$ cat config.mk
export PLATFORM = sky130hd
export DESIGN_NAME = ps2_key_receiver
export DESIGN_NICKNAME = d
export VERILOG_FILES = /design/src/rtl/ps2_key_receiver.sv
export SDC_FILE = /design/constraint.sdc
export NUM_CORES = 1
export LEC_CHECK = 0
export BUFFER_PORTS_ARGS = -buffer_cell sky130_fd_sc_hd__clkbuf_2
export CAP_MARGIN = 10
export CORE_UTILIZATION = 60
export DETAILED_ROUTE_END_ITERATION = 16
export GPL_TIMING_DRIVEN = 0
export PLACE_DENSITY_LB_ADDON = 0.25
export RECOVER_POWER = 100
export SYNTH_ARGS = -nofsm -noshare
export SYNTH_HDL_FRONTEND = slang
export SYNTH_SLANG_ARGS = --single-unit
$ cat constraint.sdc
create_clock -name CLK -period 1.9 [get_ports CLK]
set_input_delay 0.38 -clock CLK [delete_from_list [all_inputs] [get_ports CLK]]
set_output_delay 0.38 -clock CLK [all_outputs]
set_load 0.02 [all_outputs]
$ cat src/rtl/ps2_key_receiver.sv
// ps2_key_receiver: PS/2 device-to-host deframer, E0/F0 prefix folding, ctrl/shift tracking, event FIFO.
// Latency: an event reaches the FIFO head 2 CLK cycles after the synchronised KEY_CLK fall that samples the stop bit.
// Backpressure: none toward the keyboard; an event arriving while the FIFO is full is dropped and sets sticky overflow.
// Build option: define PS2_PARITY_CHECK_EN to enforce odd parity and add the sticky parity_err port.
module ps2_key_receiver #(
  parameter logic [15:0] TIMEOUT         = 16'd2000,
  parameter int          FIFO_DEPTH_LOG2 = 2
) (
  input  logic       CLK,
  input  logic       XRST,
  input  logic       KEY_CLK,
  input  logic       KEY_DATA,
  input  logic       rd,
  output logic [7:0] event_code,
  output logic       event_ext,
  output logic       event_brk,
  output logic       empty,
  output logic       overflow,
  output logic       ctrl,
  output logic       shift
`ifdef PS2_PARITY_CHECK_EN
  ,
  output logic       parity_err
`endif
);

  localparam int DEPTH = 1 << FIFO_DEPTH_LOG2;

  typedef enum logic [1:0] {IDLE, RECV, CHECK} state_t;

  logic [1:0]  kclk_sync;
  logic [1:0]  kdat_sync;
  logic        kclk_prev;
  logic        fe;
  logic        kdat;

  state_t      state;
  logic [3:0]  bit_cnt;
  logic [9:0]  shreg;      // {stop, parity, data[7:0]} once the frame is complete
  logic [15:0] wd_cnt;
  logic        ext_pending;
  logic        brk_pending;

  logic [7:0]  rx_byte;
  logic        parity_ok;
  logic        frame_ok;
  logic        emit;

  logic [9:0]               ram [DEPTH];
  logic [FIFO_DEPTH_LOG2:0] wr_ptr;
  logic [FIFO_DEPTH_LOG2:0] rd_ptr;
  logic                     full;
  logic                     do_rd;
  logic                     do_wr;

  // Two-flop synchronisers for both PS/2 lines plus a delayed clock copy for edge detection
  always_ff @(posedge CLK or negedge XRST) begin
    if (!XRST) begin
      kclk_sync <= 2'b11;
      kdat_sync <= 2'b11;
      kclk_prev <= 1'b1;
    end else begin
      kclk_sync <= {kclk_sync[0], KEY_CLK};
      kdat_sync <= {kdat_sync[0], KEY_DATA};
      kclk_prev <= kclk_sync[1];
    end
  end

  assign fe   = kclk_prev & ~kclk_sync[1];
  assign kdat = kdat_sync[1];

  assign rx_byte   = shreg[7:0];
  assign parity_ok = ^shreg[8:0];
`ifdef PS2_PARITY_CHECK_EN
  assign frame_ok  = shreg[9] & parity_ok;
`else
  assign frame_ok  = shreg[9];
`endif
  assign emit = (state == CHECK) && frame_ok && (rx_byte != 8'hE0) && (rx_byte != 8'hF0);

  // Frame FSM with watchdog, prefix folding and modifier tracking (prefix flags survive dropped frames)
  always_ff @(posedge CLK or negedge XRST) begin
    if (!XRST) begin
      state       <= IDLE;
      bit_cnt     <= '0;
      shreg       <= '0;
      wd_cnt      <= '0;
      ext_pending <= 1'b0;
      brk_pending <= 1'b0;
      ctrl        <= 1'b0;
      shift       <= 1'b0;
    end else begin
      case (state)
        IDLE: begin
          if (fe && !kdat) begin
            state   <= RECV;
            bit_cnt <= '0;
            wd_cnt  <= '0;
          end
        end
        RECV: begin
          if (fe) begin
            shreg  <= {kdat, shreg[9:1]};
            wd_cnt <= '0;
            if (bit_cnt == 4'd9) state <= CHECK;
            else bit_cnt <= bit_cnt + 4'd1;
          end else if (wd_cnt >= TIMEOUT) begin
            state <= IDLE;
          end else begin
            wd_cnt <= wd_cnt + 16'd1;
          end
        end
        CHECK: begin
          state <= IDLE;
          if (frame_ok) begin
            if (rx_byte == 8'hE0) begin
              ext_pending <= 1'b1;
            end else if (rx_byte == 8'hF0) begin
              brk_pending <= 1'b1;
            end else begin
              ext_pending <= 1'b0;
              brk_pending <= 1'b0;
              if (rx_byte == 8'h14) ctrl <= !brk_pending;
              if ((rx_byte == 8'h12 || rx_byte == 8'h59) && !ext_pending) shift <= !brk_pending;
            end
          end
        end
        default: state <= IDLE;
      endcase
    end
  end

`ifdef PS2_PARITY_CHECK_EN
  // Sticky parity error, raised whenever a completed frame fails odd parity
  always_ff @(posedge CLK or negedge XRST) begin
    if (!XRST) parity_err <= 1'b0;
    else if (state == CHECK && !parity_ok) parity_err <= 1'b1;
  end
`endif

  // FIFO status: extra pointer MSB distinguishes full from empty
  assign empty = (wr_ptr == rd_ptr);
  assign full  = ((wr_ptr ^ rd_ptr) == {1'b1, {FIFO_DEPTH_LOG2{1'b0}}});
  assign do_rd = rd & ~empty;
  assign do_wr = emit & (~full | do_rd);

  // FIFO pointers and sticky overflow; a simultaneous pop frees the slot for a write when full
  always_ff @(posedge CLK or negedge XRST) begin
    if (!XRST) begin
      wr_ptr   <= '0;
      rd_ptr   <= '0;
      overflow <= 1'b0;
    end else begin
      if (do_wr) wr_ptr <= wr_ptr + 1'b1;
      if (do_rd) rd_ptr <= rd_ptr + 1'b1;
      if (emit && !do_wr) overflow <= 1'b1;
    end
  end

  // Event storage; contents are only meaningful between the pointers, so no reset
  always_ff @(posedge CLK) begin
    if (do_wr) ram[wr_ptr[FIFO_DEPTH_LOG2-1:0]] <= {ext_pending, brk_pending, rx_byte};
  end

  assign {event_ext, event_brk, event_code} = ram[rd_ptr[FIFO_DEPTH_LOG2-1:0]];

endmodule

==> out/results.ini <==
[timing]
skew_ns=0.00677
hold_viol=0
whs_ns=0.109
finalSetupTns_ns=-0.389
max_slew_margin=0.594
post-route-period-util=1.03
finalWorstSetupSlack_ns=-0.0514
fmax_ghz=0.512
final-setup-viol-count=11
rsz0062_at_grt=yes
worst_pin_slew_ns=0.609
drv_slew=0
post-route-min-period_ns=1.95

[clock_network]
clk_latency_ns=0.35
root_buffer=clkbuf_8
cts_htree_levels=3
cts_tree=done
cts.clk_slew.worst_paths_ns=0.08
cts_sinks=88
clk_path_buf_depth=2
cts_inserted_buffers=9

[final_layout]
syn2layout_area_growth_pct=12.5
fillCellCount=417
final_cell_area_sq_um=4250
n_antenna_cell=0
fin_cells=369
drive_above_1_share=0.245
nets=303

[pwr]
ir_drop_v=0.000883
power_uw=5030
powerDensity_nw_per_um2=1180
p_leak_uw=0.00169

[worst_hold_path]
hp-class=primary input to flop
holdPathStages=1
hold_path.startpoint=KEY_CLK
whs_endpoint=kclk_sync[0]$_DFF_PN1_

[setup_path]
cp_max_fo=10
reg2regPathDepth=4
r2r_start=state[0]$_DFFE_PN0P_
critical_path_class=flop to output port
r2r_slack_ns=0.05
startpoint_type=flop
cp_data_arrival_time_ns=1.57
critPathRequiredTime_ns=1.52
r2r_end=shift$_DFFE_PN0P_
cp-end-kind=output port

[drt]
wire_per_inst_microns=17.1
drt-pass1-iter-count=4
wirelength_microns=6320
num_vias=2223
vias_per_cell=6.02
ant_nets=0
drc=0
drtIter0Drc=151

[yosys]
synth-seq-cells=88
yosys.cell_count.top_type=dfrtp_1
syn-instance-count=257
synthTopCellsByArea=edfxtp_1 32%, dfrtp_1 28%, mux4_2 6.0%, dfstp_2 3.5%, mux2_2 3.3%
synth.distinct_cells=53
synth_top_area_cell=edfxtp_1
synth_ff_type=dfrtp_1
synthArstFlopShare=0.545
ys_top_cells_by_count=43 x dfrtp_1, 40 x edfxtp_1, 12 x nand2_1
yosysWarnings=0
ys_seq_area_frac=0.638
synth_edf_count=40
synth_top_area_frac=0.318
syn_avg_cell_area_sq_um=14.7
syn-num-nets=271
syn_area_sq_um=3780

[placement]
hpwl_microns=4170
dp_cells=350
portBuffers=18
place_congestion=0.797
placed_area_sq_um=3960

[global_route]
grt_pass1_wl_microns=10800
grt_pass1_vias=2208
grt_overflow=0
grt_max_degree=49
grtUsageTotal=0.224
antenna_found_initial=0

[run_status]
violations=negative setup slack
status=finished with violations

[job]
maxCapViolCount=0

[die]
fp.dieArea_sq_um=6610
design.core.area_sq_um=5990
fp.dieH_microns=81.3
start_util=0.630
dieWidth_microns=81.3
num_rows=28
ioPinCount=19

==> through the flow <==
step | utilization | setup WS, ns
6_report | 0.709 | -0.0514
5_1_grt | 0.709 | -0.132
4_1_cts | 0.702 | -0.0715
3_5_place_dp | 0.661 | -0.187
3_3_place_gp | 0.661 | -0.187
2_1_floorplan | - | 0.215
==> placed cells by master, fill, tap and decap left out, types with 3 or more instances in the layout <==
cell type	Yosys	routed
nor2_1	9	9
and3_4	0	4
buf_4	0	4
mux2_2	11	11
inv_1	11	11
buf_6	0	4
nor3b_1	4	4
or4_1	3	3
mux4_2	10	10
dfrtp_1	43	42
ha_1	9	9
clkbuf_1	2	7
nand4b_1	3	3
o211ai_1	3	3
clkbuf_8	0	9
mux2i_1	3	3
nor2b_1	7	7
nand3_1	9	9
a21oi_1	5	4
nand2_1	12	11
and2_1	4	3
dfstp_2	5	3
edfxtp_1	40	40
buf_2	3	5
xnor2_1	5	5
xor2_1	3	3
o21ai_0	8	8
clkbuf_2	0	3
==> sequential cells by signal (all words and copies together), names as in the netlist, 3 cells and up <==
name / count
wd_cnt: 16
wr_ptr: 3
ram: 40
rd_ptr: 3
bit_cnt: 4
shreg: 10
==> worst max-delay path, cell delays in order, from the launching register on <==
cell     delay (ns)
dfrtp_2        0.40
buf_12         0.15
mux4_2         0.50
buf_2          0.17
==> metal layers <==
layer  GRT usage  routed length (microns)  up-vias
li1            -                        -     1050
met1       0.275                     2740     1123
met2       0.382                     3280       42
met3      0.0584                      206        8
met4      0.0786                       97        0
met5           0                        0        -
==> layout make-up <==
class                   instances  area [sq um]  share of cell area
flip-flops and latches         88          2410               0.567
multi-input cells             153          1330               0.314
repair buffers                 21           143              0.0336
clock buffers                  10           128              0.0301
well taps                      75          93.8              0.0221
clock inverters                 6          58.8              0.0138
inverters                      11          41.3             0.00972
plain buffers                   5          40.0             0.00943
==> power by group <==
| part | total, uW | switching, uW | internal [uW] |
|---|---|---|---|
| Clock | 1230 | 630 | 602 |
| Combinational | 1260 | 637 | 627 |
| Sequential | 2530 | 275 | 2250 |
| Total | 5030 | 1540 | 3480 |
==> timing repair <==
action                                  CTS  global route
endpoints found under the setup margin   50            36
buffers inserted                          1             0
endpoints found under the hold margin     0            11
pin swaps                                 1             0
hold buffers                              0             1
resized for setup                        16            28
==> how the worst max path moves through the flow <==
| stage | to | start | depth (start not counted) | slack, ns |
|---|---|---|---|---|
| 2_1_floorplan | event_brk | rd_ptr[0]$_DFFE_PN0P_ | 2 | 0.21 |
| 6_report | event_code[1] | rd_ptr[0]$_DFFE_PN0P_ | 3 | -0.05 |
| 3_3_place_gp | ram[3][7]$_DFFE_PP_ | state[0]$_DFFE_PN0P_ | 3 | -0.19 |
| 4_1_cts | event_code[7] | rd_ptr[0]$_DFFE_PN0P_ | 3 | -0.07 |
| 5_1_grt | event_code[1] | rd_ptr[0]$_DFFE_PN0P_ | 3 | -0.13 |
| 3_5_place_dp | ram[3][5]$_DFFE_PP_ | state[0]$_DFFE_PN0P_ | 3 | -0.19 |
==> cell families after synthesis <==
group	count (synthesis)	share of synthesized area
simple gates	73	0.118
buf+inv	16	0.0169
xor+xnor	8	0.0186
flops	88	0.638
fa+ha+maj	9	0.0298
mux	24	0.100
compound gates	39	0.0782
(Power assumes the default switching activity.)
